### src/rtl/uart_tx_pkg.sv
// Shared definitions for the UART transmitter: frame FSM states and the
// line-source codes reported on mux_sel.
package uart_tx_pkg;

  typedef enum logic [2:0] {
    IDLE,
    START,
    DATA,
    PARITY,
    STOP
  } tx_state_t;

  localparam logic [1:0] MUX_IDLE  = 2'b00;
  localparam logic [1:0] MUX_START = 2'b01;
  localparam logic [1:0] MUX_DATA  = 2'b10;
  localparam logic [1:0] MUX_PAR   = 2'b11;

endpackage

### src/rtl/uart_tx_serializer.sv
// Payload shift register and bit counter for the UART transmitter.
// ser_data is the bit the frame FSM registers onto the line at the coming edge.
module uart_tx_serializer #(
  parameter int Data_width = 8
) (
  input  logic                  CLK,
  input  logic                  RST,
  input  logic                  load,
  input  logic                  shift_en,
  input  logic [Data_width-1:0] load_data,
  output logic                  ser_data,
  output logic                  ser_done
);

  localparam int CounterWidth = (Data_width > 1) ? $clog2(Data_width) : 1;

  logic [Data_width-1:0]   shift_reg;
  logic [CounterWidth-1:0] bit_count;

  // bit_count is the index of the data bit currently on the line
  always_ff @(posedge CLK or negedge RST) begin
    if (!RST) begin
      shift_reg <= '0;
      bit_count <= '0;
    end else if (load) begin
      shift_reg <= load_data;
      bit_count <= '0;
    end else if (shift_en) begin
      shift_reg <= {1'b0, shift_reg[Data_width-1:1]};
      bit_count <= bit_count + CounterWidth'(1);
    end
  end

  // When shifting, the next line bit is the one about to move into position 0
  assign ser_data = shift_en ? shift_reg[1] : shift_reg[0];
  assign ser_done = (bit_count == CounterWidth'(Data_width - 1));

endmodule

### src/rtl/uart_tx_frame.sv
// UART transmit frame controller: start/data/parity/stop sequencing with
// registered TX_OUT/Busy/mux_sel. Optional macro UART_TX_BACK2BACK_EN.
module uart_tx_frame
  import uart_tx_pkg::*;
#(
  parameter int Data_width = 8
) (
  input  logic                  CLK,
  input  logic                  RST,
  input  logic [Data_width-1:0] P_DATA,
  input  logic                  Data_Valid,
  input  logic                  PAR_EN,
  input  logic                  par_bit,
  output logic                  TX_OUT,
  output logic                  Busy,
  output logic [1:0]            mux_sel
);

  tx_state_t state;
  logic      par_en_q;
  logic      accept;
  logic      shift_en;
  logic      ser_data;
  logic      ser_done;

`ifdef UART_TX_BACK2BACK_EN
  // A request seen in the stop bit chains the next frame with no idle gap
  assign accept = Data_Valid && ((state == IDLE) || (state == STOP));
`else
  assign accept = Data_Valid && (state == IDLE);
`endif

  assign shift_en = (state == DATA) && !ser_done;

  uart_tx_serializer #(
    .Data_width(Data_width)
  ) u_serializer (
    .CLK      (CLK),
    .RST      (RST),
    .load     (accept),
    .shift_en (shift_en),
    .load_data(P_DATA),
    .ser_data (ser_data),
    .ser_done (ser_done)
  );

  always_ff @(posedge CLK or negedge RST) begin
    if (!RST) begin
      state    <= IDLE;
      TX_OUT   <= 1'b1;
      Busy     <= 1'b0;
      mux_sel  <= MUX_IDLE;
      par_en_q <= 1'b0;
    end else begin
      case (state)
        IDLE: begin
          if (accept) begin
            state    <= START;
            TX_OUT   <= 1'b0;
            Busy     <= 1'b1;
            mux_sel  <= MUX_START;
            par_en_q <= PAR_EN;
          end
        end
        START: begin
          state   <= DATA;
          TX_OUT  <= ser_data;
          mux_sel <= MUX_DATA;
        end
        DATA: begin
          if (!ser_done) begin
            TX_OUT <= ser_data;
          end else if (par_en_q) begin
            state   <= PARITY;
            TX_OUT  <= par_bit;
            mux_sel <= MUX_PAR;
          end else begin
            state   <= STOP;
            TX_OUT  <= 1'b1;
            mux_sel <= MUX_IDLE;
          end
        end
        PARITY: begin
          state   <= STOP;
          TX_OUT  <= 1'b1;
          mux_sel <= MUX_IDLE;
        end
        STOP: begin
          if (accept) begin
            state    <= START;
            TX_OUT   <= 1'b0;
            Busy     <= 1'b1;
            mux_sel  <= MUX_START;
            par_en_q <= PAR_EN;
          end else begin
            state   <= IDLE;
            TX_OUT  <= 1'b1;
            Busy    <= 1'b0;
            mux_sel <= MUX_IDLE;
          end
        end
        default: begin
          state   <= IDLE;
          TX_OUT  <= 1'b1;
          Busy    <= 1'b0;
          mux_sel <= MUX_IDLE;
        end
      endcase
    end
  end

endmodule

### config.mk
export PLATFORM = sky130hd
export DESIGN_NAME = uart_tx_frame
export DESIGN_NICKNAME = d
export VERILOG_FILES = /design/src/rtl/uart_tx_pkg.sv /design/src/rtl/uart_tx_serializer.sv /design/src/rtl/uart_tx_frame.sv
export SDC_FILE = /design/constraint.sdc
export NUM_CORES = 1
export LEC_CHECK = 0
export ABC_CLOCK_PERIOD_IN_PS = 2400
export BUFFER_PORTS_ARGS = -buffer_cell sky130_fd_sc_hd__buf_2
export CAP_MARGIN = 40
export CORE_UTILIZATION = 53
export DETAILED_ROUTE_END_ITERATION = 8
export GPL_TIMING_DRIVEN = 0
export PLACE_DENSITY_LB_ADDON = 0.1
export SYNTH_ARGS = -nofsm -noshare
export SYNTH_HDL_FRONTEND = slang
export SYNTH_HIERARCHICAL = 1
export SYNTH_SLANG_ARGS = --single-unit
### constraint.sdc
create_clock -name CLK -period 2.4 [get_ports CLK]
set_clock_uncertainty 0.1 [all_clocks]
set_input_delay 0.24 -clock CLK [delete_from_list [all_inputs] [get_ports CLK]]
set_output_delay 0.24 -clock CLK [all_outputs]
set_load 0.02 [all_outputs]
==> impl_metrics.tcl <==
set metrics [dict create \
    max-vdd-ir-drop_v 0.000794 \
    rows 14 \
    synth_top_area_cell "dfrtp_1" \
    synthesis.area_um2 943 \
    yosys-top-cells-area "dfrtp_1 48%, mux2i_1 9.5%, nand2_1 4.0%" \
    start_util_pct 59.8 \
    placed_area_um2 1040 \
    routabilityCongestion 0.740 \
    drc 0 \
    cp_max_fo 6 \
    post-route-period-util_pct 91.9 \
    hold_class "input pin to register" \
    cts_root_buf "clkbuf_4" \
    dp.cells 120 \
    status "completed" \
    largest_register_ffs 8 \
    powerDensity_nw_per_um2 1270 \
    criticalPathCategory "register to register" \
    via_per_inst 5.66 \
    die-area_um2 1950 \
    synthArstFlopShare_pct 100 \
    reg2reg_depth 7 \
    period_needed_ns 2.21 \
    seq_area_frac_synth_pct 50.5 \
    routedWlPerCell_um 13.2 \
    maxCapViolCount 0 \
    critPathArrivalTime_ns 2.34 \
    grt_first_pass_wirelength_mm 2.99 \
    final_area_um2 1080 \
    drv_slew 0 \
    drt_iter0_markers 7 \
    htreeDepth 1 \
    syn_nets 103 \
    hold_depth 3 \
    ys_ff_latch 19 \
    setup_viol 0 \
    grt_usage_pct 20.9 \
    total_power_mw 1.37 \
    tritoncts "done" \
    synth.distinct_cells 27 \
    cts_buffers 3 \
    rsz0062_at_grt "no" \
    grt_pass1_vias 668 \
    synthMostInstantiatedCell "dfrtp_1" \
    leakagePower_nw 0.513 \
    syn_inst 88 \
    worstMarginPinSlew_ns 0.515 \
    clk_pin_slew_ns 0.11 \
    dpl.hpwl_mm 1.18 \
    totalWireLength_mm 1.65 \
    relSlewSlack_pct 65.3 \
    drive_gt1_share_pct 29.4 \
    start_kind "register" \
    r2r_slack_ns 0.19 \
    cts_buffer_depth 2 \
    grt_max_degree 20 \
    grt_overflow 0 \
    dieHeight_um 44.2 \
    fp.dieW_um 44.2 \
    antenna_found_initial 0 \
    synth_edf_count 0 \
    fin_nets 125 \
    core_region_area_um2 1580 \
    area_growth_pct 14.6 \
    cp-end-kind "register" \
    final_cells 125 \
    portBuffers 16 \
    ant_nets 0 \
    cts_setup_buffers 0 \
    yosysTopAreaCellShare_pct 47.7 \
    synthFlopType "dfrtp_1" \
    vias 707 \
    synth.cells.most_frequent "18 x dfrtp_1, 10 x nand2_1, 9 x mux2i_1" \
    finalHoldViolCount 0 \
    worstPathRequired_ns 2.54 \
    io_pins 17 \
    clock_sinks 19 \
    num_antenna_cells 0 \
    avgSynthCellArea_um2 10.7 \
    clk_latency_ns 0.30 \
    first_pass_iters 6 \
    clock.fmax_mhz 453 \
    synth_warnings 6 \
    fin_util_pct 68.6 \
    finalSetupTns_ns 0 \
]
==> stage by stage <==
stage	setup slack (ns)	hold WS [ns]
finish	0.194	0.0428
global route	0.0775	0.0422
CTS	0.193	0.0381
detailed placement	0.187	0.0976
global placement	0.287	0.0958
floorplan	0.405	-0.156
==> final timing paths <==
path	endpoint	startpoint
min in group asynchronous	state[1]	RST
worst min register to register	Busy	Busy
worst max-delay path	TX_OUT	u_serializer/bit_count[0]
max in group asynchronous	TX_OUT	RST
worst min-delay path	par_en_q	PAR_EN
worst max register to register	TX_OUT	u_serializer/bit_count[0]
==> repair_timing <==
| item | 4_1_cts | 5_1_grt |
|---|---|---|
| hold endpoints to repair | 18 | 0 |
| resized for setup | 0 | 0 |
| hold buffers | 1 | 0 |
==> metal layers <==
| layer | share of wire (%) | track usage (%) | wire length (um) |
|---|---|---|---|
| met4 | 2.1 | 9.09 | 34 |
| met5 | 0 | 0 | 0 |
| met1 | 50 | 30.3 | 817 |
| met2 | 45 | 30.0 | 741 |
| met3 | 3.3 | 4.90 | 54 |
==> final cells by class <==
cell class,instances,area [um^2]
clock inverter,1,5.00
multi-input combinational,58,409
inverter,5,18.8
fill,132,495
clock buffer,3,22.5
tap,16,20.0
sequential,19,477
buffer,6,38.8
timing repair buffer,17,90.1
==> layout by cell type (no fill, tap or decap), drive strengths merged <==
cell type    count
buf             22
dfrtp           18
nand2           10
o21ai           10
mux2i            9
inv              5
nor2             5
a21oi            3
nor3             3
clkbuf           3
mux2             3
a31oi            2
nor2b            2
ha               2
dfstp            1
nor4b            1
nor4             1
o21bai           1
o41a             1
nand3            1
a2bb2oi          1
a2111oi          1
clkinv           1
dlygate4sd3      1
a22o             1
xnor2            1
==> critical path, stage by stage, from the launching register on <==
cell and delay, ns:
dfrtp_1 0.42, ha_1 0.20, ha_1 0.26, nor4_1 0.42, mux2_4 0.36, o21ai_0 0.15, o41a_1 0.16, nand3_1 0.07
==> power by group <==
part | total [mW] | internal, mW | switching, mW
sequential | 0.552 | 0.471 | 0.0813
clock | 0.164 | 0.0622 | 0.102
combinational | 0.657 | 0.303 | 0.354
total | 1.37 | 0.836 | 0.536
==> cell families after synthesis <==
kind of cell	share of synthesized area [%]
AND/OR/NAND/NOR	12.6
multiplexers	13.5
AO/OA/AOI/OAI	13.7
buffers and inverters	6.10
XOR/XNOR	0.929
adder cells (fa/ha/maj)	2.65
flip-flops	50.5
(Power assumes the default switching activity.)
